## config.mk

```make
export PLATFORM = sky130hd
export DESIGN_NAME = uart_lite_fifo
export DESIGN_NICKNAME = d
export VERILOG_FILES = /design/src/rtl/uart_lite_fifo.sv
export SDC_FILE = /design/constraint.sdc
export NUM_CORES = 1
export LEC_CHECK = 0
export ABC_CLOCK_PERIOD_IN_PS = 3730
export BUFFER_PORTS_ARGS = -buffer_cell sky130_fd_sc_hd__buf_2
export CAP_MARGIN = 25
export CORE_MARGIN = 1.5
export CORE_UTILIZATION = 62
export DETAILED_ROUTE_END_ITERATION = 8
export GPL_TIMING_DRIVEN = 0
export PLACE_DENSITY = 0.81
export SETUP_SLACK_MARGIN = 0.02
export SYNTH_ARGS = -nofsm -noshare
export SYNTH_HDL_FRONTEND = slang
export SYNTH_SLANG_ARGS = --single-unit
```

## constraint.sdc

```tcl
create_clock -name clk -period 3.73 [get_ports clk]
set_clock_uncertainty 0.05 [all_clocks]
set_input_delay 0.9325 -clock clk [delete_from_list [all_inputs] [get_ports clk]]
set_output_delay 0.9325 -clock clk [all_outputs]
set_load 0.01 [all_outputs]
```

## src/rtl/uart_lite_fifo.sv

```systemverilog
// uart_lite_fifo: UART with a valid/ready transmitter and a show-ahead receive FIFO.
//   Optional feature macro: UART_PARITY_EN (parity bit generation/check; default off).
// Ports:
//   clk, rst_n                        clock, asynchronous active-low reset
//   div_i                             clocks per bit, latched at each frame start
//   parity_en_i, parity_odd_i         parity enable / odd select (UART_PARITY_EN only)
//   two_stop_i                        TX sends two stop bits
//   tx_valid_i, tx_data_i             TX word offer
//   tx_ready_o, tx_busy_o, tx_o       TX handshake, busy, serial out (idle high)
//   rx_i                              asynchronous serial in
//   rx_valid_o, rx_ready_i            RX FIFO head valid / pop
//   rx_data_o, rx_frame_err_o,
//   rx_parity_err_o                   RX FIFO head word and its flags
//   rx_overrun_o, rx_ovr_clr_i        sticky drop flag and its clear
//   rx_count_o                        RX FIFO occupancy
module uart_lite_fifo #(
    parameter int unsigned DATA_W   = 8,
    parameter int unsigned DIV_W    = 16,
    parameter int unsigned RX_DEPTH = 4
) (
    input  logic                      clk,
    input  logic                      rst_n,
    input  logic [DIV_W-1:0]          div_i,
    input  logic                      parity_en_i,
    input  logic                      parity_odd_i,
    input  logic                      two_stop_i,
    input  logic                      tx_valid_i,
    input  logic [DATA_W-1:0]         tx_data_i,
    output logic                      tx_ready_o,
    output logic                      tx_busy_o,
    output logic                      tx_o,
    input  logic                      rx_i,
    output logic                      rx_valid_o,
    input  logic                      rx_ready_i,
    output logic [DATA_W-1:0]         rx_data_o,
    output logic                      rx_frame_err_o,
    output logic                      rx_parity_err_o,
    output logic                      rx_overrun_o,
    input  logic                      rx_ovr_clr_i,
    output logic [$clog2(RX_DEPTH):0] rx_count_o
);

    localparam int unsigned PTR_W = $clog2(RX_DEPTH);
    localparam int unsigned CNT_W = PTR_W + 1;
    localparam int unsigned BIT_W = $clog2(DATA_W);

`ifdef UART_PARITY_EN
    typedef enum logic [2:0] {S_IDLE, S_START, S_DATA, S_PARITY, S_STOP} state_t;
`else
    typedef enum logic [2:0] {S_IDLE, S_START, S_DATA, S_STOP} state_t;
`endif

    typedef struct packed {
        logic              frame_err;
`ifdef UART_PARITY_EN
        logic              parity_err;
`endif
        logic [DATA_W-1:0] data;
    } rx_word_t;

    // ---------------- TX ----------------
    state_t             r_tx_state;
    logic [DIV_W-1:0]   r_tx_div, r_tx_cnt;
    logic [DATA_W-1:0]  r_tx_shift;
    logic [BIT_W-1:0]   r_tx_bit;
    logic               r_tx_two_stop, r_tx_stop2, r_tx_out, r_tx_ready;
    logic [DIV_W-1:0]   w_tx_last;
`ifdef UART_PARITY_EN
    logic               r_tx_par, r_tx_par_en;
`else
    logic               w_unused_par;
    assign w_unused_par = parity_en_i ^ parity_odd_i;
`endif

    assign w_tx_last = r_tx_div - DIV_W'(1);

    // TX frame sequencer; tx_o is registered so reset forces it high asynchronously
    always_ff @(posedge clk or negedge rst_n) begin
        if (!rst_n) begin
            r_tx_state    <= S_IDLE;
            r_tx_div      <= '0;
            r_tx_cnt      <= '0;
            r_tx_shift    <= '0;
            r_tx_bit      <= '0;
            r_tx_two_stop <= 1'b0;
            r_tx_stop2    <= 1'b0;
            r_tx_out      <= 1'b1;
            r_tx_ready    <= 1'b1;
`ifdef UART_PARITY_EN
            r_tx_par      <= 1'b0;
            r_tx_par_en   <= 1'b0;
`endif
        end else begin
            case (r_tx_state)
                S_IDLE: begin
                    if (tx_valid_i) begin
                        r_tx_shift    <= tx_data_i;
                        r_tx_div      <= div_i;
                        r_tx_cnt      <= '0;
                        r_tx_bit      <= '0;
                        r_tx_two_stop <= two_stop_i;
                        r_tx_stop2    <= 1'b0;
                        r_tx_out      <= 1'b0;
                        r_tx_ready    <= 1'b0;
                        r_tx_state    <= S_START;
`ifdef UART_PARITY_EN
                        r_tx_par      <= (^tx_data_i) ^ parity_odd_i;
                        r_tx_par_en   <= parity_en_i;
`endif
                    end
                end
                default: begin
                    if (r_tx_cnt != w_tx_last) begin
                        r_tx_cnt <= r_tx_cnt + DIV_W'(1);
                    end else begin
                        r_tx_cnt <= '0;
                        case (r_tx_state)
                            S_START: begin
                                r_tx_state <= S_DATA;
                                r_tx_out   <= r_tx_shift[0];
                            end
                            S_DATA: begin
                                if (r_tx_bit == BIT_W'(DATA_W - 1)) begin
`ifdef UART_PARITY_EN
                                    if (r_tx_par_en) begin
                                        r_tx_state <= S_PARITY;
                                        r_tx_out   <= r_tx_par;
                                    end else begin
                                        r_tx_state <= S_STOP;
                                        r_tx_out   <= 1'b1;
                                    end
`else
                                    r_tx_state <= S_STOP;
                                    r_tx_out   <= 1'b1;
`endif
                                end else begin
                                    r_tx_bit   <= r_tx_bit + BIT_W'(1);
                                    r_tx_shift <= r_tx_shift >> 1;
                                    r_tx_out   <= r_tx_shift[1];
                                end
                            end
`ifdef UART_PARITY_EN
                            S_PARITY: begin
                                r_tx_state <= S_STOP;
                                r_tx_out   <= 1'b1;
                            end
`endif
                            S_STOP: begin
                                if (r_tx_two_stop && !r_tx_stop2) begin
                                    r_tx_stop2 <= 1'b1;
                                end else begin
                                    r_tx_state <= S_IDLE;
                                    r_tx_ready <= 1'b1;
                                end
                            end
                            default: r_tx_state <= S_IDLE;
                        endcase
                    end
                end
            endcase
        end
    end

    assign tx_o       = r_tx_out;
    assign tx_ready_o = r_tx_ready;
    assign tx_busy_o  = ~r_tx_ready;

    // ---------------- RX ----------------
    logic               r_rx_sync1, r_rx_sync2, r_rx_prev;
    state_t             r_rx_state;
    logic [DIV_W-1:0]   r_rx_div, r_rx_cnt;
    logic [DATA_W-1:0]  r_rx_shift;
    logic [BIT_W-1:0]   r_rx_bit;
    logic               w_rx_fall, w_rx_mid, w_rx_end, w_push;
`ifdef UART_PARITY_EN
    logic               r_rx_par_en, r_rx_par_odd, r_rx_par_err;
`endif

    // Two-flop synchroniser plus one flop for falling-edge detection; idle line is high
    always_ff @(posedge clk or negedge rst_n) begin
        if (!rst_n) begin
            r_rx_sync1 <= 1'b1;
            r_rx_sync2 <= 1'b1;
            r_rx_prev  <= 1'b1;
        end else begin
            r_rx_sync1 <= rx_i;
            r_rx_sync2 <= r_rx_sync1;
            r_rx_prev  <= r_rx_sync2;
        end
    end

    assign w_rx_fall = r_rx_prev & ~r_rx_sync2;
    assign w_rx_mid  = (r_rx_cnt == ((r_rx_div >> 1) - DIV_W'(1)));
    assign w_rx_end  = (r_rx_cnt == (r_rx_div - DIV_W'(1)));
    assign w_push    = (r_rx_state == S_STOP) && w_rx_mid;

    // RX frame sequencer; leaves STOP at the mid-bit sample to allow early resync
    always_ff @(posedge clk or negedge rst_n) begin
        if (!rst_n) begin
            r_rx_state   <= S_IDLE;
            r_rx_div     <= '0;
            r_rx_cnt     <= '0;
            r_rx_shift   <= '0;
            r_rx_bit     <= '0;
`ifdef UART_PARITY_EN
            r_rx_par_en  <= 1'b0;
            r_rx_par_odd <= 1'b0;
            r_rx_par_err <= 1'b0;
`endif
        end else begin
            case (r_rx_state)
                S_IDLE: begin
                    if (w_rx_fall) begin
                        r_rx_state   <= S_START;
                        r_rx_div     <= div_i;
                        r_rx_cnt     <= '0;
                        r_rx_bit     <= '0;
`ifdef UART_PARITY_EN
                        r_rx_par_en  <= parity_en_i;
                        r_rx_par_odd <= parity_odd_i;
                        r_rx_par_err <= 1'b0;
`endif
                    end
                end
                default: begin
                    r_rx_cnt <= w_rx_end ? '0 : r_rx_cnt + DIV_W'(1);
                    case (r_rx_state)
                        S_START: begin
                            if (w_rx_mid && r_rx_sync2) begin
                                r_rx_state <= S_IDLE;
                                r_rx_cnt   <= '0;
                            end else if (w_rx_end) begin
                                r_rx_state <= S_DATA;
                            end
                        end
                        S_DATA: begin
                            if (w_rx_mid) begin
                                r_rx_shift <= {r_rx_sync2, r_rx_shift[DATA_W-1:1]};
                            end
                            if (w_rx_end) begin
                                if (r_rx_bit == BIT_W'(DATA_W - 1)) begin
`ifdef UART_PARITY_EN
                                    r_rx_state <= r_rx_par_en ? S_PARITY : S_STOP;
`else
                                    r_rx_state <= S_STOP;
`endif
                                end else begin
                                    r_rx_bit <= r_rx_bit + BIT_W'(1);
                                end
                            end
                        end
`ifdef UART_PARITY_EN
                        S_PARITY: begin
                            if (w_rx_mid) begin
                                r_rx_par_err <= r_rx_sync2 ^ (^r_rx_shift) ^ r_rx_par_odd;
                            end
                            if (w_rx_end) begin
                                r_rx_state <= S_STOP;
                            end
                        end
`endif
                        S_STOP: begin
                            if (w_rx_mid) begin
                                r_rx_state <= S_IDLE;
                                r_rx_cnt   <= '0;
                            end
                        end
                        default: r_rx_state <= S_IDLE;
                    endcase
                end
            endcase
        end
    end

    // ---------------- RX FIFO ----------------
    rx_word_t           r_mem [RX_DEPTH];
    logic [PTR_W-1:0]   r_wr_ptr, r_rd_ptr;
    logic [CNT_W-1:0]   r_count;
    logic               r_ovr;
    rx_word_t           w_push_word, w_head;
    logic               w_full, w_pop, w_wr;

    always_comb begin
        w_push_word           = '0;
        w_push_word.data      = r_rx_shift;
        w_push_word.frame_err = ~r_rx_sync2;
`ifdef UART_PARITY_EN
        w_push_word.parity_err = r_rx_par_err;
`endif
    end

    assign w_full = (r_count == CNT_W'(RX_DEPTH));
    assign w_pop  = (r_count != '0) && rx_ready_i;
    // A full FIFO still accepts a push when the head leaves in the same cycle
    assign w_wr   = w_push && (!w_full || w_pop);

    always_ff @(posedge clk or negedge rst_n) begin
        if (!rst_n) begin
            r_mem    <= '{default: '0};
            r_wr_ptr <= '0;
            r_rd_ptr <= '0;
            r_count  <= '0;
            r_ovr    <= 1'b0;
        end else begin
            if (w_wr) begin
                r_mem[r_wr_ptr] <= w_push_word;
                r_wr_ptr        <= r_wr_ptr + PTR_W'(1);
            end
            if (w_pop) begin
                r_rd_ptr <= r_rd_ptr + PTR_W'(1);
            end
            if (w_wr && !w_pop) begin
                r_count <= r_count + CNT_W'(1);
            end else if (!w_wr && w_pop) begin
                r_count <= r_count - CNT_W'(1);
            end
            // A drop in the same cycle as a clear keeps the flag set
            if (w_push && !w_wr) begin
                r_ovr <= 1'b1;
            end else if (rx_ovr_clr_i) begin
                r_ovr <= 1'b0;
            end
        end
    end

    assign w_head         = r_mem[r_rd_ptr];
    assign rx_valid_o     = (r_count != '0);
    assign rx_data_o      = w_head.data;
    assign rx_frame_err_o = w_head.frame_err;
`ifdef UART_PARITY_EN
    assign rx_parity_err_o = w_head.parity_err;
`else
    assign rx_parity_err_o = 1'b0;
`endif
    assign rx_overrun_o   = r_ovr;
    assign rx_count_o     = r_count;

endmodule
```

# [Word level (Yosys, flattened, before mapping)]
# Cells that the tools add are included.
[totals] word_cells=169 ff_bits=143 in_bits=33
[classes] muxes=61 eq_ne=24 n_lt_le_gt_ge=3 add_sub_neg=11 n_reduce_logical=35 n_bitwise=6
[op_table] operator="$mux 16" n=8
[op_table] operator="$mux 3" n=24
[op_table] operator="$mux 8" n=5
[op_table] operator="$bwmux 36" n=1
[op_table] operator="$add 16x1->16 const B" n=2
[op_table] operator="$eq 16x16->1" n=2
[op_table] operator="$pmux 16 s2" n=1
[op_table] operator="$sub 16x1->16 const B" n=2
[op_table] operator="$mux 9" n=3
[op_table] operator="$reduce_and 4->1" n=5
[op_table] operator="$bmux 9 s2" n=1
[op_table] operator="$demux 9 s2" n=1
[op_table] operator="$pmux 3 s3" n=2
[op_table] operator="$ne 16x16->1" n=1
[op_table] operator="$sub 15x1->16 const B" n=1
[op_table] operator="$mux 1" n=14
[op_table] operator="$reduce_bool 2->1" n=7
[op_table] operator="$eq 3x2->1 const B" n=4
[op_table] operator="$add 3x1->3 const B" n=3
[op_table] operator="$eq 3x3->1 const B" n=3
[op_table] operator="$logic_and 1x1->1" n=9
[op_table] operator="$ne 3x3->1 const B" n=3
[op_table] operator="$ne 2x1->1 const B" n=4
[op_table] operator="$eq 3x1->1 const B" n=2
[op_table] operator="18 further kinds" n=32

# [Longest topological paths before layout]
[depth] depth_word=8 ltp_mapped=15 ltp_nobuf=15

# [Worst setup path before layout]
# Ideal clock, no wire load.
[synth_timing] kind="reg-to-reg" startpoint="reg r_rx_div[1]" endpoint="reg r_count[2] (netlist: rx_count_o[2])" t_arrival_ns=3.320 setup_slack_ns=0.281 setup_ns=0.079 n_path_buf=0 stages_incl_launch_ff=16 cell_sequence="dfrtp_1 inv_1 ha_1 nor3b_2 xnor2_1 nor4_2 nand3_1 or4_1 or2_2 inv_1 ha_1 inv_1 fa_1 xor2_1 nor2_1 xor2_1"
[synth_between] elab_chain_len=7 elab_cells_between_ends=9
[synth_rtl] item="start, declared" line_no="171" text="logic [DIV_W-1:0] r_rx_div, r_rx_cnt;"
[synth_rtl] item="start signal, assigned" line_no="215" text="r_rx_div <= div_i;"
[synth_rtl] item="$sub 15x1->16 (*)" line_no="193" text="assign w_rx_mid = (r_rx_cnt == ((r_rx_div >> 1) - DIV_W'(1)));"
[synth_rtl] item="$eq 16x16->1 (*)" line_no="193"
[synth_rtl] item="$logic_and 1x1->1 (*)" line_no="195" text="assign w_push = (r_rx_state == S_STOP) && w_rx_mid;"
[synth_rtl] item="$logic_and 1x1->1 (*)" line_no="295" text="assign w_wr = w_push && (!w_full || w_pop);"
[synth_rtl] item="via w_wr" line_no="281" text="logic w_full, w_pop, w_wr;"
[synth_rtl] item="$logic_not 1->1" line_no="314" text="end else if (!w_wr && w_pop) begin"
[synth_rtl] item="$logic_and 1x1->1" line_no="314"
[synth_rtl] item="$reduce_bool 2->1 (no source line)"
[synth_rtl] item="end signal, assigned" line_no="313" text="r_count <= r_count + CNT_W'(1);"
[synth_rtl] item="end signal, assigned" line_no="315" text="r_count <= r_count - CNT_W'(1);"
[synth_rtl] item="end, declared" line_no="278" text="logic [CNT_W-1:0] r_count;"
# Mark *: on every way through the listed nets, which the timed path passes. The rest lies on a longest branch.
# A chain may end at the register's enable or synchronous reset.

# [Worst setup path in the final report]
[layout_timing] startpoint="reg r_rx_div[4]" endpoint="reg r_count[2] (netlist: rx_count_o[2])"
# Same word-level chain as after synthesis.

==> results.py <==
metrics = {
    "logic_synthesis": {
        "ys_seq_area_share_pct": 42.21,
        "ys_top_cells_by_area": "dfrtp_1 41%, mux2_2 9.3%, xnor2_1 4.0%, ha_1 3.4%, xor2_1 3.3%",
        "yosys.area_share.simple_pct": 16.55,
        "syn_nets": 840,
        "synth_edf_count": 0,
        "syn_area_per_cell_um2": 10.70,
        "synthAdderAreaFrac_pct": 3.675,
        "synthXorXnorAreaFrac_pct": 7.590,
        "synth_area_mm2": 0.008374,
        "syn_inst": 783,
        "synth_top_family_by_area": "simple AND/OR/NAND/NOR gates",
        "ys_ff_latch": 141,
        "synth_compound_area_share_pct": 12.33,
        "synth_warnings": 0,
        "ys_async_sr_fraction_pct": 100.0,
        "synthMuxAreaShare_pct": 14.09,
        "yosys.area.top_type": "dfrtp_1",
        "ys_types": 80,
        "synth_ff_type": "dfrtp_1",
        "yosysTopAreaCellShare_pct": 40.64,
    },
    "drt": {
        "routed_wl_um": 19770,
        "drt_iter0_drc": 617,
        "routed_via_density": 6.240,
        "drc": 0,
        "ant_nets": 0,
        "drt-pass1-iter-count": 5,
        "wl_per_cell_um": 18.76,
        "vias": 6577,
    },
    "sta": {
        "drv_slew": 0,
        "fin_crit_sh_pct": 96.26,
        "max_slew_margin_pct": 44.22,
        "setup_viol": 0,
        "min_period_ns": 3.590,
        "finalSetupTns_ns": 0,
        "layout_setup_ws_ns": 0.1396,
        "finalHoldViolCount": 0,
        "tightest_slew_ns": 0.8366,
        "max_clock_freq_mhz": 278.5,
    },
    "power": {
        "leakage_uw": 0.004419,
        "irDropWorstVdd_uv": 434.6,
        "power_density_mw_per_mm2": 724.9,
    },
    "critical_path": {
        "required_ns": 4.03,
        "crit_type": "reg2reg",
        "slowest_delay_ns": 0.54,
        "path_max_fanout": 7,
        "crit_family": "simple AND/OR/NAND/NOR gates",
        "r2r_cells": 14,
        "path_cells": "buf_4 -> nor4_4 -> nand2_1 -> xnor2_2 -> nand3_2 -> or4_4 -> or2_2 -> inv_2 -> ha_4 -> inv_1 -> fa_2 -> xor2_1 -> nor2_1 -> xor2_1",
        "arrival_ns": 3.89,
        "path_buf_inv": 3,
        "cp_slowest_cell": "or4_4",
        "start_kind": "register",
        "cp-end-kind": "register",
        "cpMostUsedCell": "xor2_1",
        "regToRegSetupSlack_ns": 0.14,
        "path_depth": 14,
    },
    "clocking": {
        "htreeDepth": 4,
        "cts_tree": "built",
        "numClockSinks": 141,
        "holdBufCountCts": 0,
        "insertion_delay_ns": 0.43,
        "cts_made_buffers": 17,
        "clockBufferDepth": 2,
        "cts_root_buffer": "clkbuf_16",
        "clkTransAtPathRegs_ns": 0.06,
    },
    "floorplanning": {
        "start_util_pct": 63.49,
        "ioPinCount": 51,
        "placementRows": 42,
        "dieArea_mm2": 0.01421,
        "die_w_um": 119.2,
        "die_y_um": 119.2,
        "coreArea_mm2": 0.01319,
    },
    "final_layout": {
        "num_antenna_cells": 0,
        "drive_above_1_share_pct": 28.59,
        "mostFrequentLayoutCells": "134 x dfrtp_1, 69 x mux2_2, 55 x buf_2, 50 x nand2_1, 37 x xnor2_1",
        "fin_nets": 922,
        "areaGrowthSynthToFinish_pct": 17.35,
        "design_area_mm2": 0.009827,
        "layout_commonest_cell": "dfrtp_1",
        "fillers": 879,
    },
    "place": {
        "placedInstanceArea_mm2": 0.008864,
        "place_ws_ns": -0.2452,
        "gp_congestion": 0.9015,
        "dp_hpwl_um": 13610,
        "portBuffers": 47,
    },
    "global_route": {
        "grt_pass1_wl_um": 32420,
        "grt_antenna_before_repair": 0,
        "grt_usage_pct": 28.93,
        "grt_overflow_total": 0,
        "grt_start_max_net_pins": 91,
        "grt_pass1_vias": 6456,
    },
    "run": {
        "maxCapViolCount": 0,
    },
    "worst_hold_path": {
        "hold-path-cell-count": 0,
        "hold_path_class": "reg2reg",
    },
    "run_status": {
        "status": "finished clean",
    },
}
timing repair:
| action | 4_1_cts | 5_1_grt |
|---|---|---|
| setup endpoints to repair | 2 | 18 |
| hold endpoints to repair | 0 | 0 |
| gates resized for setup | 11 | 18 |
| pin swaps | 9 | 12 |
| setup buffers | 10 | 6 |
path summary, 6_finish.rpt:
kind / endpoint / from
setup / recovery: rx_count_o[2]$_DFFE_PN0P_ / r_rx_div[4]$_DFFE_PN0P_
hold / removal: r_rx_prev$_DFF_PN1_ / r_rx_sync2$_DFF_PN1_
setup reg to reg: rx_count_o[2]$_DFFE_PN0P_ / r_rx_div[4]$_DFFE_PN0P_
hold reg to reg: r_rx_prev$_DFF_PN1_ / r_rx_sync2$_DFF_PN1_
max in group asynchronous: r_rx_sync1$_DFF_PN1_ / rst_n
min in group asynchronous: r_tx_cnt[8]$_DFFE_PN0P_ / rst_n
through the flow:
step	cells	total power [uW]	hold WS, ns	utilization [%]
5_1_grt	1054	7511	0.3194	74.50
3_5_place_dp	1007	4821	0.3092	67.20
3_3_place_gp	1006	4678	0.2980	66.94
6_report	1054	7124	0.3163	74.50
2_1_floorplan	783	4185	0.2952	-
4_1_cts	1049	7001	0.3181	73.64
Yosys cell counts (4+ instances only):
| cell | number |
|---|---|
| dfrtp_1 | 136 |
| mux2_4 | 8 |
| nor2_1 | 35 |
| mux2i_1 | 8 |
| nand2b_1 | 16 |
| nand4_1 | 7 |
| ha_1 | 23 |
| a21o_1 | 6 |
| dfstp_2 | 5 |
| o22ai_1 | 9 |
| nor3_1 | 10 |
| and2_1 | 4 |
| o311ai_1 | 4 |
| and3_1 | 23 |
| or3_1 | 6 |
| a31oi_1 | 14 |
| mux4_2 | 9 |
| or2_2 | 5 |
| buf_2 | 12 |
| xor2_1 | 32 |
| o2111ai_1 | 4 |
| xnor2_1 | 38 |
| inv_1 | 27 |
| or4_1 | 5 |
| o21ai_0 | 32 |
| a211oi_1 | 10 |
| nor4_1 | 9 |
| clkbuf_1 | 17 |
| nand3b_1 | 5 |
| nor4_4 | 4 |
| nand2_2 | 5 |
| mux2_2 | 69 |
| o31ai_1 | 4 |
| buf_4 | 4 |
| nand2_1 | 51 |
| a22o_1 | 9 |
| a21oi_1 | 21 |
| nand3_1 | 27 |
| nor2b_1 | 6 |
sequential cells by signal (all words and copies together) (netlist names), 2 cells and up:
signal,cells
r_rx_div,16
r_tx_cnt,16
r_rx_bit,3
r_mem,36
r_rd_ptr,2
rx_count_o,3
r_tx_bit,3
r_tx_div,16
r_wr_ptr,2
r_rx_cnt,16
r_rx_state,2
r_tx_state,2
r_rx_shift,8
r_tx_shift,8
cells by family (layout without fill, tap and decap cells):
family          count (synthesis)  after routing
buf+inv                        66            161
fa+ha+maj                      24             24
other cells                     1              1
compound gates                147            147
mux                            94             94
xor+xnor                       71             71
flops                         141            141
simple gates                  239            239
routing by layer:
metal  up-vias  global-route usage, %  part of all wire (%)
met2       206                  47.18                    50
met5         -                      0                     0
li1       3021                      -                     -
met4         0                  11.07                   1.8
met3        37                  4.885                   4.3
met1      3313                  38.95                    44
power by group:
| group | switching, uW | internal [uW] |
|---|---|---|
| Combinational | 1520 | 1230 |
| Sequential | 436 | 1850 |
| Clock | 671 | 1410 |
area by class of cell:
| cell class | instances | area (um^2) | area share, % |
|---|---|---|---|
| clock buffers | 19 | 442.9 | 4.507 |
| well taps | 176 | 220.2 | 2.241 |
| clock inverters | 13 | 284.0 | 2.890 |
| flip-flops and latches | 141 | 3537 | 35.99 |
| inverters | 27 | 101.3 | 1.031 |
| multi-input cells | 576 | 4657 | 47.39 |
| repair buffers | 64 | 389.1 | 3.960 |
| plain buffers | 38 | 195.2 | 1.986 |
Power figures use the tool's default switching activity.
